--- src/rtl/bp_pkg.sv ---
`default_nettype none
// +----------------------------------------------------------------------+
// | bp_pkg : shared branch-history table widths and counter update     |
// | Rev 1.0                                                              |
// +----------------------------------------------------------------------+
package bp_pkg;

    localparam int IDX_W = 13;
    localparam int CNT_W = 2;

    localparam logic [CNT_W-1:0] CNT_MIN = '0;
    localparam logic [CNT_W-1:0] CNT_MAX = '1;

    // Saturating 2-bit counter step; never wraps at either end.
    function automatic logic [CNT_W-1:0] sat_update(input logic [CNT_W-1:0] cnt,
                                                    input logic             taken);
        if (taken) begin
            return (cnt == CNT_MAX) ? cnt : cnt + 1'b1;
        end
        return (cnt == CNT_MIN) ? cnt : cnt - 1'b1;
    endfunction

endpackage
`default_nettype wire

--- src/rtl/bp_outcome_fifo.sv ---
`default_nettype none
// +----------------------------------------------------------------------+
// | bp_outcome_fifo : synchronous FIFO, push accepted on full with pop   |
// | Rev 1.0                                                              |
// +----------------------------------------------------------------------+
module bp_outcome_fifo #(
    parameter int DATA_W = 14,
    parameter int DEPTH  = 4
) (
    input  logic                   clk,
    input  logic                   rst,
    input  logic                   push_i,
    input  logic                   pop_i,
    input  logic [DATA_W-1:0]      wdata_i,
    output logic [DATA_W-1:0]      rdata_o,
    output logic [$clog2(DEPTH):0] count_o,
    output logic                   full_o,
    output logic                   empty_o
);

    localparam int PTR_W = $clog2(DEPTH);
    localparam logic [PTR_W:0] c_DEPTH = (PTR_W+1)'(DEPTH);

    logic [DATA_W-1:0] mem_q [DEPTH];
    logic [PTR_W-1:0]  wr_ptr_q;
    logic [PTR_W-1:0]  rd_ptr_q;
    logic [PTR_W:0]    count_q;
    logic              w_push;
    logic              w_pop;

    assign full_o  = (count_q == c_DEPTH);
    assign empty_o = (count_q == '0);
    assign count_o = count_q;
    assign rdata_o = mem_q[rd_ptr_q];

    assign w_pop  = pop_i & ~empty_o;
    assign w_push = push_i & (~full_o | w_pop);

    always_ff @(posedge clk) begin
        if (!rst) begin
            wr_ptr_q <= '0;
            rd_ptr_q <= '0;
            count_q  <= '0;
        end else begin
            if (w_push) begin
                mem_q[wr_ptr_q] <= wdata_i;
                wr_ptr_q        <= wr_ptr_q + 1'b1;
            end
            if (w_pop) begin
                rd_ptr_q <= rd_ptr_q + 1'b1;
            end
            count_q <= count_q + (PTR_W+1)'(w_push) - (PTR_W+1)'(w_pop);
        end
    end

endmodule
`default_nettype wire

--- src/rtl/bp_update_unit.sv ---
`default_nettype none
// +----------------------------------------------------------------------+
// | bp_update_unit : buffered read-modify-write of branch-history table  |
// | Rev 1.0                                                              |
// +----------------------------------------------------------------------+
module bp_update_unit #(
    parameter int IDX_W      = bp_pkg::IDX_W,
    parameter int FIFO_DEPTH = 4,
    parameter int CNT_W      = bp_pkg::CNT_W
) (
    input  logic             clk,
    input  logic             rst,
    input  logic             res_valid,
    input  logic [31:0]      res_pc,
    input  logic             res_taken,
    output logic [IDX_W-1:0] tbl_raddr,
    input  logic [CNT_W-1:0] tbl_rdata,
    output logic             tbl_we,
    output logic [IDX_W-1:0] tbl_waddr,
    output logic [CNT_W-1:0] tbl_wdata,
    output logic             busy,
    output logic [7:0]       drop_cnt
);

    localparam logic [CNT_W-1:0] c_CNT_MAX = '1;
    localparam logic [CNT_W-1:0] c_CNT_MIN = '0;

    logic [IDX_W:0]              w_fifo_wdata;
    logic [IDX_W:0]              w_head;
    logic [$clog2(FIFO_DEPTH):0] w_count;
    logic                        w_full;
    logic                        w_empty;
    logic                        w_pop;
    logic                        w_drop;
    logic                        w_unused_pc;

    logic                        s1_valid_q;
    logic [IDX_W-1:0]            s1_idx_q;
    logic                        s1_taken_q;
    logic                        byp_valid_q;
    logic [IDX_W-1:0]            byp_idx_q;
    logic [CNT_W-1:0]            byp_cnt_q;
    logic                        we_q;
    logic [IDX_W-1:0]            waddr_q;
    logic [CNT_W-1:0]            wdata_q;
    logic [7:0]                  drop_cnt_q;
    logic [CNT_W-1:0]            w_base;
    logic [CNT_W-1:0]            cnt_d;

    assign w_unused_pc  = ^{res_pc[31:IDX_W+2], res_pc[1:0]};
    assign w_fifo_wdata = {res_pc[IDX_W+1:2], res_taken};
    assign w_pop        = ~w_empty;
    assign w_drop       = res_valid & w_full & ~w_pop;

    bp_outcome_fifo #(
        .DATA_W (IDX_W + 1),
        .DEPTH  (FIFO_DEPTH)
    ) u_fifo (
        .clk     (clk),
        .rst     (rst),
        .push_i  (res_valid),
        .pop_i   (w_pop),
        .wdata_i (w_fifo_wdata),
        .rdata_o (w_head),
        .count_o (w_count),
        .full_o  (w_full),
        .empty_o (w_empty)
    );

    assign tbl_raddr = w_empty ? '0 : w_head[IDX_W:1];

    // The previous write is not yet in the table when this entry's read was issued.
    assign w_base = (byp_valid_q && (byp_idx_q == s1_idx_q)) ? byp_cnt_q : tbl_rdata;

    always_comb begin
        cnt_d = w_base;
        if (s1_taken_q) begin
            if (w_base != c_CNT_MAX) cnt_d = w_base + 1'b1;
        end else begin
            if (w_base != c_CNT_MIN) cnt_d = w_base - 1'b1;
        end
    end

    always_ff @(posedge clk) begin
        if (!rst) begin
            s1_valid_q  <= 1'b0;
            s1_idx_q    <= '0;
            s1_taken_q  <= 1'b0;
            byp_valid_q <= 1'b0;
            byp_idx_q   <= '0;
            byp_cnt_q   <= '0;
            we_q        <= 1'b0;
            waddr_q     <= '0;
            wdata_q     <= '0;
            drop_cnt_q  <= '0;
        end else begin
            s1_valid_q  <= w_pop;
            s1_idx_q    <= w_head[IDX_W:1];
            s1_taken_q  <= w_head[0];
            we_q        <= s1_valid_q;
            byp_valid_q <= s1_valid_q;
            if (s1_valid_q) begin
                waddr_q   <= s1_idx_q;
                wdata_q   <= cnt_d;
                byp_idx_q <= s1_idx_q;
                byp_cnt_q <= cnt_d;
            end
            if (w_drop && (drop_cnt_q != 8'hFF)) begin
                drop_cnt_q <= drop_cnt_q + 8'd1;
            end
        end
    end

    assign tbl_we    = we_q;
    assign tbl_waddr = waddr_q;
    assign tbl_wdata = wdata_q;
    assign drop_cnt  = drop_cnt_q;
    assign busy      = (w_count != '0) | s1_valid_q | we_q;

endmodule
`default_nettype wire
--- config.mk ---
export PLATFORM = sky130hd
export DESIGN_NAME = bp_update_unit
export DESIGN_NICKNAME = d
export VERILOG_FILES = /design/src/rtl/bp_pkg.sv /design/src/rtl/bp_outcome_fifo.sv /design/src/rtl/bp_update_unit.sv
export SDC_FILE = /design/constraint.sdc
export NUM_CORES = 1
export LEC_CHECK = 0
export CORE_MARGIN = 5
export CORE_UTILIZATION = 51
export CTS_CLUSTER_SIZE = 24
export DETAILED_ROUTE_END_ITERATION = 6
export GPL_TIMING_DRIVEN = 0
export PLACE_DENSITY = 0.79
export REMOVE_ABC_BUFFERS = 1
export SLEW_MARGIN = 20
export SYNTH_ARGS = -nofsm -noshare
export SYNTH_HDL_FRONTEND = slang
export SYNTH_SLANG_ARGS = --single-unit
--- constraint.sdc ---
create_clock -name clk -period 2.9 [get_ports clk]
set_input_delay 0.58 -clock clk [delete_from_list [all_inputs] [get_ports clk]]
set_output_delay 0.58 -clock clk [all_outputs]
set_load 0.01 [all_outputs]
# == Yosys cells after proc, flatten, opt, wreduce, memory -nomap -nowiden ==
# Memory sizes are Yosys's and may differ from the RTL's. A register that Yosys moved wholly into a read port is not among the register bits.
# Cells that the tools add are included.
# word_totals
reg_bits,46
mem_bits_rw,56
in_bits,38
output_inout_bits,38
wordCells,45
memories,1
# op_classes
n_addsub,7
n_eq_ne,4
muxes,10
n_bitwise,8
n_reduce_logical,5
# mem_list
name,depth,width,read_ports,rd_ports_with_merged_regs,write_ports,line_no,text
u_fifo.mem_q,4,14,1,1,1,bp_outcome_fifo.sv:24,logic [DATA_W-1:0] mem_q [DEPTH];
# op_table
operator,n
== test 13 bit,1
2-to-1 mux 13 bit,1
2-to-1 mux 2 bit,6
adder 8 x 1 -> 8 bit (second input constant),1
inequality test 8 bit (second input constant),1
adder 2 x 1 -> 2 bit (second input constant),3
adder 3 x 1 -> 3 bit,1
AND 1 bit,3
== test 3 bit (second input constant),1
zero test 3 bit,1
2-to-1 mux 1 bit,3
bitwise OR 1 bit,3
nonzero test 3 bit,1
subtractor 3 x 1 -> 3 bit,1
logical AND 1 bit,2
inequality test 2 bit (second input constant),1
inverter 1 bit,2
nonzero test 2 bit,1
subtractor 2 x 1 -> 2 bit (second input constant),1

# == Logic depth before layout (Yosys ltp) ==
# Gate-level depths: netlist of the first run.
# depth
word_depth,7
depth_mapped,11
depth_no_buf,10

# == Cells and area by module ==
# Synthesis of the first run repeated with hierarchy kept, for this count alone.
# hier_totals
hier_cells,289
area_unflattened_um2,4214.0
# by_module_without_submodules
module,instances,cells_each,area_each_um2,seq_area_each_um2
bp_outcome_fifo,1,120,2504.9,1861.8
bp_update_unit,1,169,1709.1,780.7

# == Worst setup path after synthesis of the first run ==
# Ideal clock, no wire load.
# synth_timing
path_type,register to register
start,"register u_fifo.count_q[2], in the netlist u_fifo.count_o[2]"
end,"register u_fifo.count_q[2], in the netlist u_fifo.count_o[2]"
setup_time_ns,0.128
t_arrival_ns,1.994
required_ns,2.772
slack_ns,0.779
path_stages_with_launch,12
n_path_buf,1
synth_period_minus_slack_ns,2.121
path_cell_list,dfxtp_1 > nor3_1 > inv_1 > clkbuf_1 > ha_1 > inv_1 > ha_1 > inv_1 > fa_1 > xor2_1 > xnor2_1 > nor2_1
# synth_between
elab_chain_cells,6
word_cells_on_any_way,8
classes_between,add/sub (2); eq/ne (1); bitwise (4); reduce/logical (1)
# synth_rtl
item,line_no,text
start: declaration,bp_outcome_fifo.sv:27,logic [PTR_W:0] count_q;
start signal: assignment,bp_outcome_fifo.sv:52,count_q <= count_q + (PTR_W+1)'(w_push) - (PTR_W+1)'(w_pop);
zero test 3 bit (*),bp_outcome_fifo.sv:32,assign empty_o = (count_q == '0);
inverter 1 bit (*),bp_update_unit.sv:52,assign w_pop = ~w_empty;
named net u_fifo.pop_i,bp_outcome_fifo.sv:13,"input logic pop_i,"
bitwise OR 1 bit,bp_outcome_fifo.sv:37,assign w_push = push_i & (~full_o | w_pop);
AND 1 bit,bp_outcome_fifo.sv:37,
adder 3 x 1 -> 3 bit,bp_outcome_fifo.sv:52,
subtractor 3 x 1 -> 3 bit (*),bp_outcome_fifo.sv:52,
# The timed path passes the listed nets; every way through them passes the cells marked *.
# A chain may end at the register's enable or synchronous reset.

==> results of run 1 <==
[power by group]
part / total (mW) / switching [mW] / internal (mW)
combinational: 1.19 / 0.480 / 0.712
clock: 0.916 / 0.441 / 0.475
sequential: 1.95 / 0.226 / 1.72
total: 4.06 / 1.15 / 2.91
[stage by stage]
stage,util,power (mW)
after floorplan,-,2.64
after global placement,0.602,3.15
after detailed placement,0.602,3.19
after CTS,0.630,4.10
after global routing,0.630,4.29
final,0.630,4.06
[worst min path at each step]
stage,cells past startpoint,end,slack [ns]
2_1_floorplan,2,s1_valid_q,0.46
3_3_place_gp,1,drop_cnt[2],0.44
6_report,1,drop_cnt[0],0.47
4_1_cts,1,drop_cnt[1],0.47
5_1_grt,1,drop_cnt[0],0.49
3_5_place_dp,1,drop_cnt[1],0.44
[cell type report]
type / instances / area (sq um)
Tap cell: 102 / 128
Fill cell: 560 / 2810
Timing Repair Buffer: 56 / 561
Multi-Input combinational cell: 140 / 1220
Sequential cell: 104 / 2650
Clock inverter: 2 / 35.0
Inverter: 7 / 26.3
Clock buffer: 14 / 174
[metal layers]
metal / wire length [um] / share of wire / vias to the layer above / track usage
met2: 3650 / 0.53 / 52 / 0.268
met1: 2690 / 0.39 / 1037 / 0.166
met5: 0 / 0 / - / 0
met3: 365 / 0.053 / 10 / 0.0307
met4: 125 / 0.018 / 0 / 0.0745
li1: - / - / 1041 / -
[timing repair]
| action | CTS | global route |
|---|---|---|
| buffers inserted | 0 | 0 |
| resized for setup | 2 | 2 |
| cloned | 0 | 0 |
| setup endpoints to repair | 13 | 4 |
[placed cells by master, fill, tap and decap left out, drive strengths merged, types with 2 or more instances in the layout]
master / synthesis / layout
and3: 5 / 5
nand2: 6 / 6
and2: 38 / 38
nor3b: 2 / 2
clkdlybuf4s50: 0 / 56
ha: 6 / 6
xor2: 2 / 2
inv: 7 / 7
xnor2: 15 / 15
edfxtp: 56 / 56
mux4: 14 / 14
dfxtp: 48 / 48
mux2i: 18 / 18
nor2: 21 / 21
clkbuf: 10 / 14
nand4: 3 / 3
o21bai: 2 / 2
[flip-flops by register name (all words and copies together) (netlist names), named ones only]
signal and count:
u_fifo.count_o 3, s1_taken_q 1, s1_idx_q 13, u_fifo.mem_q 56, drop_cnt 8, tbl_wdata 2
s1_valid_q 1, tbl_we 1, u_fifo.wr_ptr_q 2, tbl_waddr 13, u_fifo.rd_ptr_q 2
[cells by family after synthesis]
family,Yosys count,synth area share
compound gates,6,0.0117
fa+ha+maj,7,0.0241
flops,104,0.670
xor+xnor,17,0.0378
mux,32,0.126
buf+inv,19,0.0194
simple gates,78,0.111
==> key figures, run 1 <==
STA
  • Peak Freq: 0.370 GHz
  • Worst Max-Slew Pin Slew: ~0.91 ns
  • Setup ws final: 0.196 ns
  • Setup_tns: 0 ns
  • Setup violators final: 0
  • Crit share post-route: 0.932
  • Clock Skew: just over 0.01 ns
  • Hold_ws: 0.469 ns
  • Unrepaired setup endpoints after global routing: false
  • Slew margin rel.: 0.394
  • Final hold vios: 0
  • Final max-slew violation count: 0
  • Period minus WS final: 2.70 ns

Setup path
  • Crit end category: primary output
  • Critical path arrival: about 2.1 ns
  • CP Max Fanout: 14
  • Reg-to-Reg End: u_fifo.count_o[2]
  • Worst path top cell family by delay: multiplexers
  • Critical-path cell list: mux4_2 -> and2_1 -> clkdlybuf4s50_1
  • Slowest CP cell: mux4_2
  • R2R Path Start: u_fifo.count_o[2]
  • Kind of critical path: flip-flop to primary output
  • Crit path launch type: flip-flop
  • R2R cell count: 10
  • Number of cells on the critical path: 3
  • Worst Path Buf+Inv: 1
  • Crit-path max cell delay: between 0.5 and 0.6 ns
  • WP data required: between 2 and 2.5 ns
  • R2r setup slk: around 0.63 ns
  • Worst setup endpoint: tbl_raddr[4]

Drt
  • Starting DRT DRC Count: approximately 110
  • Via density: about 5.0
  • Post-route ant nets: 0
  • DR pass1 iterations: 5
  • Drt wl/cell: around 16 um
  • Via count: around 2,100
  • WL final: 6830 um
  • Drt drc: 0

Job
  • Max Cap Viol: 0

Synthesis
  • Post-synth top area cell: edfxtp_1
  • Cell with the most instances after synthesis: edfxtp_1
  • YS warnings: 0
  • Top cells by area, synth: edfxtp_1 43%, dfxtp_1 24%, mux4_2 8.0%
  • Syn Std Cell Area: about 0.0039 sq mm
  • Avg Inst Size Synth: roughly 15 sq um
  • Gate count of the mapped netlist: between 200 and 300
  • Number of synthesized register bits: 104
  • Synth cell types: 26
  • Synth top area share: 0.427
  • Number of synthesized flops with an enable pin: 56
  • Post-synthesis sequential area ratio: 0.670
  • Async SR Flop Fraction: 0
  • Most frequent cells after synthesis: 56 x edfxtp_1, 48 x dfxtp_1, 38 x and2_1, 21 x nor2_1, 18 x mux2i_1
  • Main synth FF type: edfxtp_1

CTS
  • Longest Clk Path Bufs: 2
  • CTS tree: yes
  • CTS Hold Bufs: 0
  • Later-pin clock latency in the skew report: around 0.36 ns
  • Clk root buf: clkbuf_8
  • CTS HTree Levels: 3
  • CTS Sinks: 104
  • CTS clk-pin slew, worst paths: ~0.09 ns
  • CTS buffer count: 9

Pwr
  • Max VDD drop: 418 uV
  • PD cells: 846 mW/mm^2
  • Leakage: around 1.7 nW

Final layout
  • Fin cells: about 430
  • ANT cells: 0
  • Fin area: 0.00479 sq mm
  • Nets: around 360
  • Layout area overhead: 21.6%
  • Share of layout cells above drive strength 1: 0.0960

Run status
  • Status: complete, no violations

Die
  • CORE AREA: around 0.0076 sq mm
  • Starting Density: 0.518
  • Die Ht: 97.9 um
  • Die width: around 98 um
  • Number of core rows: 32
  • Full die area: 0.00959 sq mm
  • # IOs: 76

Global routing
  • Pin count of the biggest net entering global routing: 32
  • Grt total ovfl: 0
  • Overall routing resource usage: 0.149
  • Initial antenna violation count: 0
  • Vias in the first global route: roughly 2,200
  • First-pass GRT wire length: between 10,000 and 15,000 um

Worst hold path
  • Hold Path Class: flip-flop to flip-flop
  • Worst hold start: drop_cnt[0]

Placed design
  • Routability cong.: 0.665
  • Post-DP Area: ~0.0046 sq mm
  • DP Cell Count: a little over 400
  • DP HPWL: 4610 um
  • I/O Buffers: 56
  • Pre-CTS setup slack: -0.109 ns
Power figures use the tool's default switching activity.
==> run 2, diff against run 1 <==
--- a/config.mk
+++ b/config.mk
@@ -6,7 +6,7 @@
 export NUM_CORES = 1
 export LEC_CHECK = 0
 export CORE_MARGIN = 5
-export CORE_UTILIZATION = 51
+export CORE_UTILIZATION = 52
 export CTS_CLUSTER_SIZE = 24
 export DETAILED_ROUTE_END_ITERATION = 6
 export GPL_TIMING_DRIVEN = 0
@@ -15,4 +15,5 @@
 export SLEW_MARGIN = 20
 export SYNTH_ARGS = -nofsm -noshare
 export SYNTH_HDL_FRONTEND = slang
+export SYNTH_HIERARCHICAL = 1
 export SYNTH_SLANG_ARGS = --single-unit
==> run 2 against run 1 <==
Via count is 10% higher. Combinational power shrank 15%. Flip-flop and latch count did not move. Synthesized cell count grew 9.9%. Critical path type unchanged.
==> key figures, run 2 <==
Run status
  • Status: complete, no violations

CTS
  • CTS Hold Bufs: 0 (unchanged)
  • Later-pin clock latency in the skew report: 0.37 ns (about the same)
  • CTS buffer count: 9 (unchanged)
  • CTS tree: yes
  • CTS Sinks: 104 (unchanged)
  • CTS clk-pin slew, worst paths: 0.10 ns (about the same)
  • CTS HTree Levels: 3 (unchanged)
  • Longest Clk Path Bufs: 2 (unchanged)
  • Clk root buf: clkbuf_8

Die
  • Starting Density: 0.540 (+0.0217)
  • # IOs: 76 (unchanged)
  • Die width: 100 um (+2.2%)
  • Number of core rows: 32 (unchanged)
  • CORE AREA: 0.00781 sq mm (+2.6%)
  • Full die area: 0.0100 sq mm (+4.4%)
  • Die Ht: 100 um (+2.2%)

STA
  • Final max-slew violation count: 0 (unchanged)
  • Final hold vios: 0 (unchanged)
  • Period minus WS final: 2.71 ns (+0.00591 ns)
  • Setup violators final: 0 (unchanged)
  • Clock Skew: 0.0151 ns (+0.00495 ns)
  • Setup_tns: 0 ns (unchanged)
  • Peak Freq: 0.369 GHz (-0.22%)
  • Worst Max-Slew Pin Slew: 0.953 ns (+0.0460 ns)
  • Setup ws final: 0.190 ns (-0.00591 ns)
  • Crit share post-route: 0.934 (+0.00204)
  • Unrepaired setup endpoints after global routing: false
  • Slew margin rel.: 0.364 (-0.0307)

Final layout
  • Share of layout cells above drive strength 1: 0.111 (+0.0151)
  • Top reg by flops: u_fifo/mem_q
  • ANT cells: 0 (unchanged)
  • # fillers: 572 (+2.1%)
  • Layout area overhead: 19.7%
  • Max FFs per register: 56 (unchanged)
  • Most common cell after layout, fill and taps aside: edfxtp_1
  • Highest-count cells in the layout ignoring fill and taps: 56 x edfxtp_1, 55 x clkdlybuf4s50_1, 46 x dfxtp_1
  • Nets: 391 (+7.7%)

Setup path
  • Kind of critical path: flip-flop to primary output
  • WP data required: 2.32 ns (about the same)
  • CP Max Fanout: 14 (unchanged)
  • Critical path arrival: 2.13 ns (about the same)
  • Crit path launch type: flip-flop
  • Crit end category: primary output

Global routing
  • First-pass GRT wire length: 11,800 um (+7.6%)
  • Overall routing resource usage: 0.155 (+0.00598)
  • Pin count of the biggest net entering global routing: 55 (+72%)
  • Vias in the first global route: 2,341 (+6.7%)
  • Grt total ovfl: 0 (unchanged)
  • Initial antenna violation count: 0 (unchanged)

Drt
  • Via density: 5.22 (+3.6%)
  • Starting DRT DRC Count: 71 (-36%)
  • Via count: 2,363 (+10%)
  • Drt drc: 0 (unchanged)
  • Drt wl/cell: 15.9 um (-1.2%)
  • WL final: 7200 um (+5.3%)
  • Post-route ant nets: 0 (unchanged)
  • DR pass1 iterations: 4 (-1)

Pwr
  • PD cells: 750 mW/mm^2 (-11%)
  • Max VDD drop: 471 uV (+13%)
  • Leakage: 1.73 nW (+3.4%)

Synthesis
  • Cell with the most instances after synthesis: edfxtp_1
  • YS warnings: 6 (+6)
  • Top cells by area, synth: edfxtp_1 40%, dfxtp_1 23%, mux4_2 7.5%
  • Avg Inst Size Synth: 14.6 sq um (-2.7%)
  • Post-synth top area cell: edfxtp_1
  • Post-synthesis sequential area ratio: 0.627 (-0.0434)
  • Synth top area share: 0.399 (-0.0276)
  • Syn Std Cell Area: 0.00421 sq mm (+6.9%)
  • Number of synthesized register bits: 104 (unchanged)
  • Most frequent cells after synthesis: 56 x edfxtp_1, 48 x dfxtp_1, 30 x and2_1, 30 x nor2b_1, 21 x xnor2_1
  • Main synth FF type: edfxtp_1
  • Async SR Flop Fraction: 0 (unchanged)
  • Number of synthesized flops with an enable pin: 56 (unchanged)
  • Gate count of the mapped netlist: 289 (+9.9%)
  • Synth cell types: 34 (+31%)

Placed design
  • Routability cong.: 0.712 (+7.1%)
  • Pre-CTS setup slack: 0.0128 ns (+0.122 ns)
  • I/O Buffers: 56 (unchanged)
  • DP HPWL: 4880 um (+5.8%)

Job
  • Max Cap Viol: 0 (unchanged)

Worst hold path
  • Hold Path Class: flip-flop to flip-flop
-- run 2: changes by cell type after synthesis, moves of 4 or more --
cell,before,now
nor2b_1,0,30
and2_1,38,30
nand2_1,6,11
nor2_1,21,1
xnor2_1,15,21
nand4_1,3,7
-- run 2: stage by stage --
step | instance area, sq um | hold WS (ns) | cells | util | total power [mW]
floorplan | 4160 | 0.468 | 278 | - | 2.50
global placement | 4840 | 0.480 | 436 | 0.620 | 2.93
detailed placement | 4850 | 0.492 | 437 | 0.621 | 2.97
CTS | 5040 | 0.509 | 453 | 0.646 | 3.83
global route | 5040 | 0.547 | 453 | 0.646 | 4.00
finish | 5040 | 0.506 | 453 | 0.646 | 3.78
-- run 2: final cells by class --
cell class              count  area, sq um  share of cell area
flip-flops and latches    104         2650               0.525
inverters                   5         18.8             0.00372
well taps                 102          128              0.0253
clock buffers               9          124              0.0246
multi-input cells         169         1500               0.297
clock inverters             7         63.8              0.0127
repair buffers             57          563               0.112
-- run 2: cells by family after synthesis --
group	Yosys count	synth area share
xor gates and xnor gates	24	0.0499
and+or+nand+nor	93	0.136
adders and majority gates	7	0.0226
AOI/OAI and AO/OA	11	0.0240
buffers and inverters	16	0.0184
DFF	104	0.627
muxes	34	0.122
-- run 2: power breakdown --
group / switching (mW) / total, mW / internal, mW / leakage, nW
Sequential: 0.204 / 1.92 / 1.71 / 0.903
Clock: 0.525 / 0.862 / 0.337 / 0.0980
Combinational: 0.417 / 1.01 / 0.590 / 0.730
-- run 2: metal layers --
layer,share of wire,global-route usage,up-vias
li1,-,-,1148
met5,0,0,-
met2,0.49,0.245,47
met1,0.45,0.202,1158
met4,0.017,0.0539,0
met3,0.049,0.0507,10
-- run 2: what timing repair did --
action                                  in CTS  in global routing
gates cloned                                 0                  0
resized for setup                            2                  1
endpoints found under the setup margin      13                  8
setup buffers                                0                  0
pin swaps                                    0                  0
-- run 2: worst max-delay path, cell delays in order (launching register included) --
cell             delay, ns
dfxtp_4               0.54
mux4_2                0.59
nor2b_1               0.16
clkdlybuf4s50_1       0.48
-- run 2: path summary, 6_finish.rpt --
path                                          from                 end  slack (ns)  cells after the start
worst max-delay path                     flip-flop        tbl_raddr[0]        0.19                      3
worst min-delay path            u_fifo/wr_ptr_q[0]  u_fifo/wr_ptr_q[0]        0.51                      2
worst max register to register   u_fifo/count_o[1]   u_fifo/count_o[2]        0.28                     10
worst min register to register  u_fifo/wr_ptr_q[0]  u_fifo/wr_ptr_q[0]        0.51                      2
==> run 3, diff against run 2 <==
==> constraint.sdc (replaced) <==
create_clock -name clk -period 2.9 [get_ports clk]
set_input_delay 0.58 -clock clk [delete_from_list [all_inputs] [get_ports clk]]
set_output_delay 0.58 -clock clk [all_outputs]
set_load 0.005 [all_outputs]
==> run 3 against run 2 <==
First-iteration DRC count rose by 25%. Count of clock-buffer cells in the layout did not move. Wire length rose by 0.29%. Largest cell class unchanged. Largest power group unchanged.
==> key figures, run 3 (synthesized netlist as in run 2, its figures left out) <==
Setup path
  • Slowest CP cell: mux4_2
  • R2R Path Start: u_fifo/count_o[1]
  • Crit-path max cell delay: 0.59 ns (about the same)
  • WP data required: 2.32 ns (about the same)
  • Crit end category: primary output
  • Number of cells on the critical path: 3 (unchanged)
  • Worst path top cell family by delay: multiplexers
  • R2r setup slk: 0.25 ns (-0.03 ns)
  • Worst Path Buf+Inv: 1 (unchanged)
  • CP Max Fanout: 14 (unchanged)
  • Critical path arrival: 2.10 ns (-0.03 ns)
  • Kind of critical path: flip-flop to primary output
  • Critical-path cell list: mux4_2 -> nor2b_1 -> clkdlybuf4s50_1
  • Crit path launch type: flip-flop
  • R2R cell count: 10 (unchanged)

Final layout
  • Max FFs per register: 56 (unchanged)
  • ANT cells: 0 (unchanged)
  • # fillers: 572 (unchanged)
  • Nets: 391 (unchanged)
  • Fin util: 0.646 (unchanged)
  • Most common cell after layout, fill and taps aside: edfxtp_1
  • Top reg by flops: u_fifo/mem_q
  • Layout area overhead: 19.7% (unchanged)
  • Highest-count cells in the layout ignoring fill and taps: 56 x edfxtp_1, 55 x clkdlybuf4s50_1, 46 x dfxtp_1
  • Share of layout cells above drive strength 1: 0.111 (unchanged)

CTS
  • CTS buffer count: 9 (unchanged)
  • CTS HTree Levels: 3 (unchanged)
  • CTS Sinks: 104 (unchanged)
  • Post-CTS sizing: 1 (-1)
  • CTS clk-pin slew, worst paths: 0.10 ns (about the same)
  • Longest Clk Path Bufs: 2 (unchanged)
  • Clk root buf: clkbuf_8
  • CTS tree: yes
  • Later-pin clock latency in the skew report: 0.37 ns (about the same)
  • CTS Hold Bufs: 0 (unchanged)
  • Setup Buffers After CTS: 0 (unchanged)

Drt
  • Starting DRT DRC Count: 89 (+25%)
  • Post-route ant nets: 0 (unchanged)
  • DR pass1 iterations: 4 (unchanged)
  • Via count: 2,367 (+0.17%)
  • Via density: 5.23 (+0.17%)
  • WL final: 7220 um (+0.29%)
  • Drt drc: 0 (unchanged)
  • Drt wl/cell: 15.9 um (+0.29%)

STA
  • Slew margin rel.: 0.370 (+0.00643)
  • Period minus WS final: 2.68 ns (-0.0256 ns)
  • Crit share post-route: 0.926 (-0.00883)
  • Setup_tns: 0 ns (unchanged)
  • Unrepaired setup endpoints after global routing: false
  • Final hold vios: 0 (unchanged)
  • Worst Max-Slew Pin Slew: 0.943 ns (-0.00963 ns)
  • Setup violators final: 0 (unchanged)
  • Final max-slew violation count: 0 (unchanged)
  • Clock Skew: 0.0137 ns (-0.00139 ns)
  • Peak Freq: 0.373 GHz (+0.95%)

Global routing
  • Vias in the first global route: 2,332 (-0.38%)
  • First-pass GRT wire length: 11,700 um (-0.18%)
  • Initial antenna violation count: 0 (unchanged)
  • Grt total ovfl: 0 (unchanged)
  • Overall routing resource usage: 0.154 (-0.000447)
  • Pin count of the biggest net entering global routing: 55 (unchanged)

Die
  • CORE AREA: 0.00781 sq mm (unchanged)
  • # IOs: 76 (unchanged)
  • Starting Density: 0.540 (unchanged)
  • Number of core rows: 32 (unchanged)
  • Full die area: 0.0100 sq mm (unchanged)
  • Die width: 100 um (unchanged)
  • Die Ht: 100 um (unchanged)

Worst hold path
  • Hold path cells: 2 (unchanged)
  • Hold Path Class: flip-flop to flip-flop
  • Worst hold start: u_fifo/wr_ptr_q[0]

Pwr
  • PD cells: 741 mW/mm^2 (-1.2%)
  • Leakage: 1.73 nW (unchanged)
  • Max VDD drop: 471 uV (about the same)
  • Total power: 3.74 mW (-1.2%)

Placed design
  • I/O Buffers: 56 (unchanged)
  • DP HPWL: 4880 um (unchanged)
  • Routability cong.: 0.712 (unchanged)

Job
  • Max Cap Viol: 0 (unchanged)

Run status
  • Status: complete, no violations
run 3: cell counts in the layout (fill, tap and decap cells not counted):
No cell type changed its count.
run 3: report_power, final:
group	internal, mW	switching, mW	leakage, nW	total, mW
logic	0.587	0.372	0.730	0.959
clock network	0.337	0.527	0.0980	0.864
registers	1.71	0.204	0.903	1.92
total	2.64	1.10	1.73	3.74
run 3: layer usage:
layer / wire length [um] / track usage / up-vias / part of all wire
met4: 123 / 0.0415 / 0 / 0.017
li1: - / - / 1149 / -
met2: 3520 / 0.245 / 47 / 0.49
met1: 3220 / 0.202 / 1161 / 0.45
met5: 0 / 0 / - / 0
met3: 355 / 0.0570 / 10 / 0.049
run 3: worst register-to-register path, delay by kind of cell (launching register included):
family | cells | cell delay [ns]
buffers and inverters | 1 | 0.17
flip-flops | 1 | 0.41
adder cells (fa/ha/maj) | 2 | 0.57
XOR/XNOR | 2 | 0.28
AND/OR/NAND/NOR | 3 | 0.80
AO/OA/AOI/OAI | 2 | 0.34
run 3: metrics by stage:
stage,cells,hold slack (ns),setup WS (ns),cell area [sq um]
after floorplan,278,0.468,-0.113,4160
after global placement,436,0.480,-0.937,4840
after detailed placement,437,0.492,0.0461,4850
after CTS,453,0.509,0.00915,5040
after global routing,453,0.547,0.0838,5040
final,453,0.513,0.216,5040
run 3: cell type report:
type	count	area, sq um	share of cell area
well taps	102	128	0.0253
clock buffers	9	124	0.0246
repair buffers	57	563	0.112
multi-input cells	169	1500	0.297
clock inverters	7	63.8	0.0127
inverters	5	18.8	0.00372
flip-flops and latches	104	2650	0.525
run 3: path summary, 6_finish.rpt:
kind	to
worst max-delay path	tbl_raddr[0]
worst min-delay path	u_fifo/wr_ptr_q[0]
worst max register to register	u_fifo/count_o[2]
worst min register to register	u_fifo/wr_ptr_q[0]
==> RTL change 1, RTL diff (flow settings as in run 3) <==
Change the parameter `FIFO_DEPTH` from 4 to 8.
--- a/src/rtl/bp_update_unit.sv
+++ b/src/rtl/bp_update_unit.sv
@@ -6,5 +6,5 @@
 module bp_update_unit #(
     parameter int IDX_W      = bp_pkg::IDX_W,
-    parameter int FIFO_DEPTH = 4,
+    parameter int FIFO_DEPTH = 8,
     parameter int CNT_W      = bp_pkg::CNT_W
 ) (
Behaviour: same outputs for any inputs over 10 cycles, from zero or initial values and one cycle with rst low; that may be too few to reach the edited logic, so the function may still have changed.
==> RTL change 1 against run 3 <==
  * The flow now finishes with violations (negative setup slack)
  * Synthesized cell count is 46% higher
  * Setup slack worse by 310 ps
  * Worst hold slack worse by 23 ps
  * Cell area is 64% higher
  * Sequential cell count is 60 higher
  * Power is 89% higher
  * Synthesized area is 61% higher
  * Routed wire length is 81% higher
  * Critical endpoint is now tbl_raddr[1]
  * Largest power group unchanged
==> RTL change 1: results (changes against run 3) <==
Setup path
  – Critical Path End: tbl_raddr[1]
  – Worst-path fanout max: 15 (+1)
  – Flop2flop setup slack: 170 ps (-80 ps)
  – Max incr delay on CP: 550 ps (-40 ps)
  – Worst Reg-to-Reg Cells: 11 (+1)

Timing
  – Fin worst setup slack: -93.37 ps (-308.9 ps)
  – Setup-failing EPs final: 5 (+5)
  – Slew HR: 39.01% (+2.0 points)

Clock tree
  – Reg clk slew, reported paths: 60 ps (-40 ps)
  – Clk_lat worst skew: 420 ps (+50 ps)
  – CTS buffer count: 17 (+8)

Finish
  – Number of fill cells in the layout: 900 (+57%)

Power
  – Comb power frac: 28.1% (+2.4 points)
  – Sequential Power: 3.04 mW (+58%)
  – Worst vdd ir: 0.4304 mV (-8.6%)
  – Pleak: 2.915 nW (+68%)
  – Sequential share of power: 43.0% (-8.2 points)

Global routing
  – GRT met2 Usage: 28.18% (+3.7 points)
  – Grt met1 use: 21.76% (+1.6 points)
  – Grt met3 use: 5.017% (-0.68 points)
  – Initial antenna violation count: 1 (+1)

Placed design
  – Worst slack, placed: -51.72 ps (-97.85 ps)
  – Placed instance count: 646 (+48%)

Yosys
  – EDFF count, synth: 112 (+100%)

Outcome
  – Failing checks: negative setup slack
  – Status: complete, but fails checks

Routing
  – DR iter-0 viols: 256 (+190%)
==> RTL change 1: repair_timing <==
item,in CTS,in global routing
pin swaps,0,1
buffers inserted,5,4
endpoints found under the setup margin,13,53
gates resized for setup,17,15
hold buffers,0,0
==> RTL change 1: area by class of cell <==
cell class,instances,area (um^2),area share (%)
sequential,164,4412,53.24
clock buffer,20,436.7,5.270
tap,172,215.2,2.597
clock inverter,12,106.4,1.283
inverter,8,30.03,0.3624
timing repair buffer,80,785.8,9.482
multi-input combinational,231,2301,27.77
==> RTL change 1: stage by stage <==
stage | TNS [ps] | instance area [um^2]
floorplan | -8821 | 6690
global placement | -248520 | 7466
detailed placement | -174.4 | 7656
CTS | -1167 | 8238
global route | -781.9 | 8287
finish | -380.8 | 8287
==> RTL change 1: how the worst min path moves through the flow <==
stage | endpoint | slack [ps] | startpoint
3_5_place_dp | flip-flop | 480 | u_fifo/rd_ptr_q[1]
5_1_grt | flip-flop | 530 | u_fifo/rd_ptr_q[1]
4_1_cts | flip-flop | 490 | u_fifo/rd_ptr_q[1]
6_report | flip-flop | 490 | u_fifo/rd_ptr_q[1]
2_1_floorplan | flip-flop | 450 | u_fifo/rd_ptr_q[1]
3_3_place_gp | u_fifo/rd_ptr_q[1] | 470 | u_fifo/rd_ptr_q[1]
==> RTL change 1: layer usage <==
metal / part of all wire, % / wire (um)
met5: 0.092 / 12
met1: 42 / 5461
met2: 51 / 6593
met4: 1.8 / 238
met3: 5.6 / 726
==> RTL change 1: cells by family after synthesis <==
group           Yosys count  synth area share [%]
simple gates            121                 10.69
compound gates           15                 1.676
flops                   164                 64.85
fa+ha+maj                 9                 1.769
buf+inv                  28                 1.934
xor+xnor                 21                 2.708
mux                      65                 16.38
==> RTL change 2, RTL diff (flow settings as in run 3) <==
Made on the original files. Register the outputs `tbl_raddr` and `busy`, without a reset; this adds one clock of latency there. The other outputs are not delayed to match.
--- a/src/rtl/bp_update_unit.sv
+++ b/src/rtl/bp_update_unit.sv
@@ -68,5 +68,4 @@
     );
 
-    assign tbl_raddr = w_empty ? '0 : w_head[IDX_W:1];
 
     // The previous write is not yet in the table when this entry's read was issued.
@@ -116,5 +115,8 @@
     assign tbl_wdata = wdata_q;
     assign drop_cnt  = drop_cnt_q;
-    assign busy      = (w_count != '0) | s1_valid_q | we_q;
+    always_ff @(posedge clk) begin
+        tbl_raddr <= w_empty ? '0 : w_head[IDX_W:1];
+        busy      <= (w_count != '0) | s1_valid_q | we_q;
+    end
 
 endmodule
Formal check against the unedited RTL: not equivalent (Yosys sat finds a counterexample within 4 cycles, from zero or initial values and one cycle with rst low).
==> RTL change 2 against run 3 <==
  * Routed wire length up 14%
  * Cell area up 14%
  * Register-to-register slack worse by 80 ps
  * Power up 40%
  * Critical endpoint is now u_fifo/count_o[2]
  * Setup slack worse by 42 ps
  * Sequential cell count up 14
  * Via count up 6.6%
  * Largest power group unchanged
  * Synthesized area up 6.7%
==> RTL change 2: results (changes against run 3) <==
Outcome
  – Status: finished clean

Setup path
  – Largest delay share family, worst path: simple AND/OR/NAND/NOR gates
  – Arr. time, crit path: 3110 ps (+1010 ps)
  – Worst path slowest cell: nor3_2
  – Critical Path End: u_fifo/count_o[2]
  – Max incr delay on CP: 480 ps (-110 ps)
  – Worst-path fanout max: 7 (-7)

Timing
  – Fin worst setup slack: 173.7 ps (-41.88 ps)
  – WHS: 482.5 ps (-30.30 ps)
  – Clk_skew: 7.185 ps (-6.549 ps)
  – Slew HR: 38.36% (+1.3 points)

Power
  – Sequential share of power: 42.4% (-8.8 points)
  – NetSw: 1.273 mW (+16%)
  – Worst vdd ir: 0.6150 mV (+31%)
  – Clock net power: 2.08 mW (+140%)
  – Pleak: 2.057 nW (+19%)
  – Sequential Power: 2.22 mW (+16%)

Finish
  – Bufs w/o clock: 57 (unchanged)
  – Non-filler cells, final: 489 (+7.9%)
  – ClkCell Share: 10.66% (+6.9 points)
  – Sequential cell area share: 50.83% (-1.7 points)
  – Fraction of layout cells with a size suffix above 1: 13.91% (+2.8 points)
  – Multi-input gate share of total cell area: 26.05% (-3.7 points)
  – Clock buf count: 25 (+16)
  – Final Util: 67.28% (+2.7 points)
  – Number of fill cells in the layout: 611 (+6.8%)
  – Inverters excl. clock: 5 (unchanged)
  – Layout Nets: 413 (+5.6%)
  – Buffering overhead: 9.787% (-1.4 points)

Hold path
  – Hold Crit Endpoint: busy
  – Hold_sp: tbl_we

Yosys
  – Post-synthesis compound-gate area fraction: 2.255% (-0.15 points)
  – Top post-synthesis cells by area: edfxtp_1 (37%), dfxtp_1 (28%), mux4_2 (7.0%)
  – Most instantiated cells after synthesis: dfxtp_1 (62), edfxtp_1 (56), and2_1 (30), nor2b_1 (30), xnor2_1 (21)
  – #FFs+latches synth: 118 (+13%)
  – Sequential cell area fraction in the yosys report: 65.03% (+2.3 points)
  – Distinct cell type count after synthesis: 34 (unchanged)
  – Post-synthesis adder-cell area fraction: 2.116% (-0.14 points)
  – Cell count after synthesis: 303 (+4.8%)
  – Multiplexer area fraction after synthesis: 11.47% (-0.76 points)

Clock tree
  – H-tree depth: 4 (+1)
  – Post-CTS sizing: 0 (-1)
  – Clk_lat worst skew: 490 ps (+120 ps)
  – Reg clk slew, reported paths: 50 ps (-50 ps)
  – CTS buffer count: 17 (+8)

Routing
  – DR iter-0 viols: 91 (+2.2%)
  – Average wire per standard cell: 16.78 um (+5.3%)
  – Vias/cell: 5.162 (-1.2%)

Placed design
  – Placed instance count: 457 (+4.6%)
  – Post-DP HPWL: 5368 um (+10%)
  – Worst slack, placed: 239.5 ps (+193.4 ps)

Global routing
  – First-pass GRT wire length: 13,230 um (+13%)
  – Number of global-route vias before repair: 2,691 (+15%)
  – Initial antenna violation count: 0 (unchanged)

Floorplan
  – Core area: 8551 um^2 (+9.5%)
RTL change 2: worst min-delay path, delay by kind of cell (launching register included):
family	cells	cell delay (ps)
flip-flops	1	340
AND/OR/NAND/NOR	2	110
RTL change 2: cells by family after synthesis:
| kind of cell | after synthesis |
|---|---|
| and+or+nand+nor | 93 |
| muxes | 34 |
| xor gates and xnor gates | 24 |
| adders and majority gates | 7 |
| AOI/OAI and AO/OA | 11 |
| DFF | 118 |
| buffers and inverters | 16 |
RTL change 2: routing by layer:
layer / wire, um / part of all wire (%) / GRT usage (%)
met3: 375 / 4.6 / 5.819
met5: 0 / 0 / 0
met1: 3597 / 44 / 20.66
met2: 4167 / 51 / 28.52
met4: 62 / 0.76 / 5.279
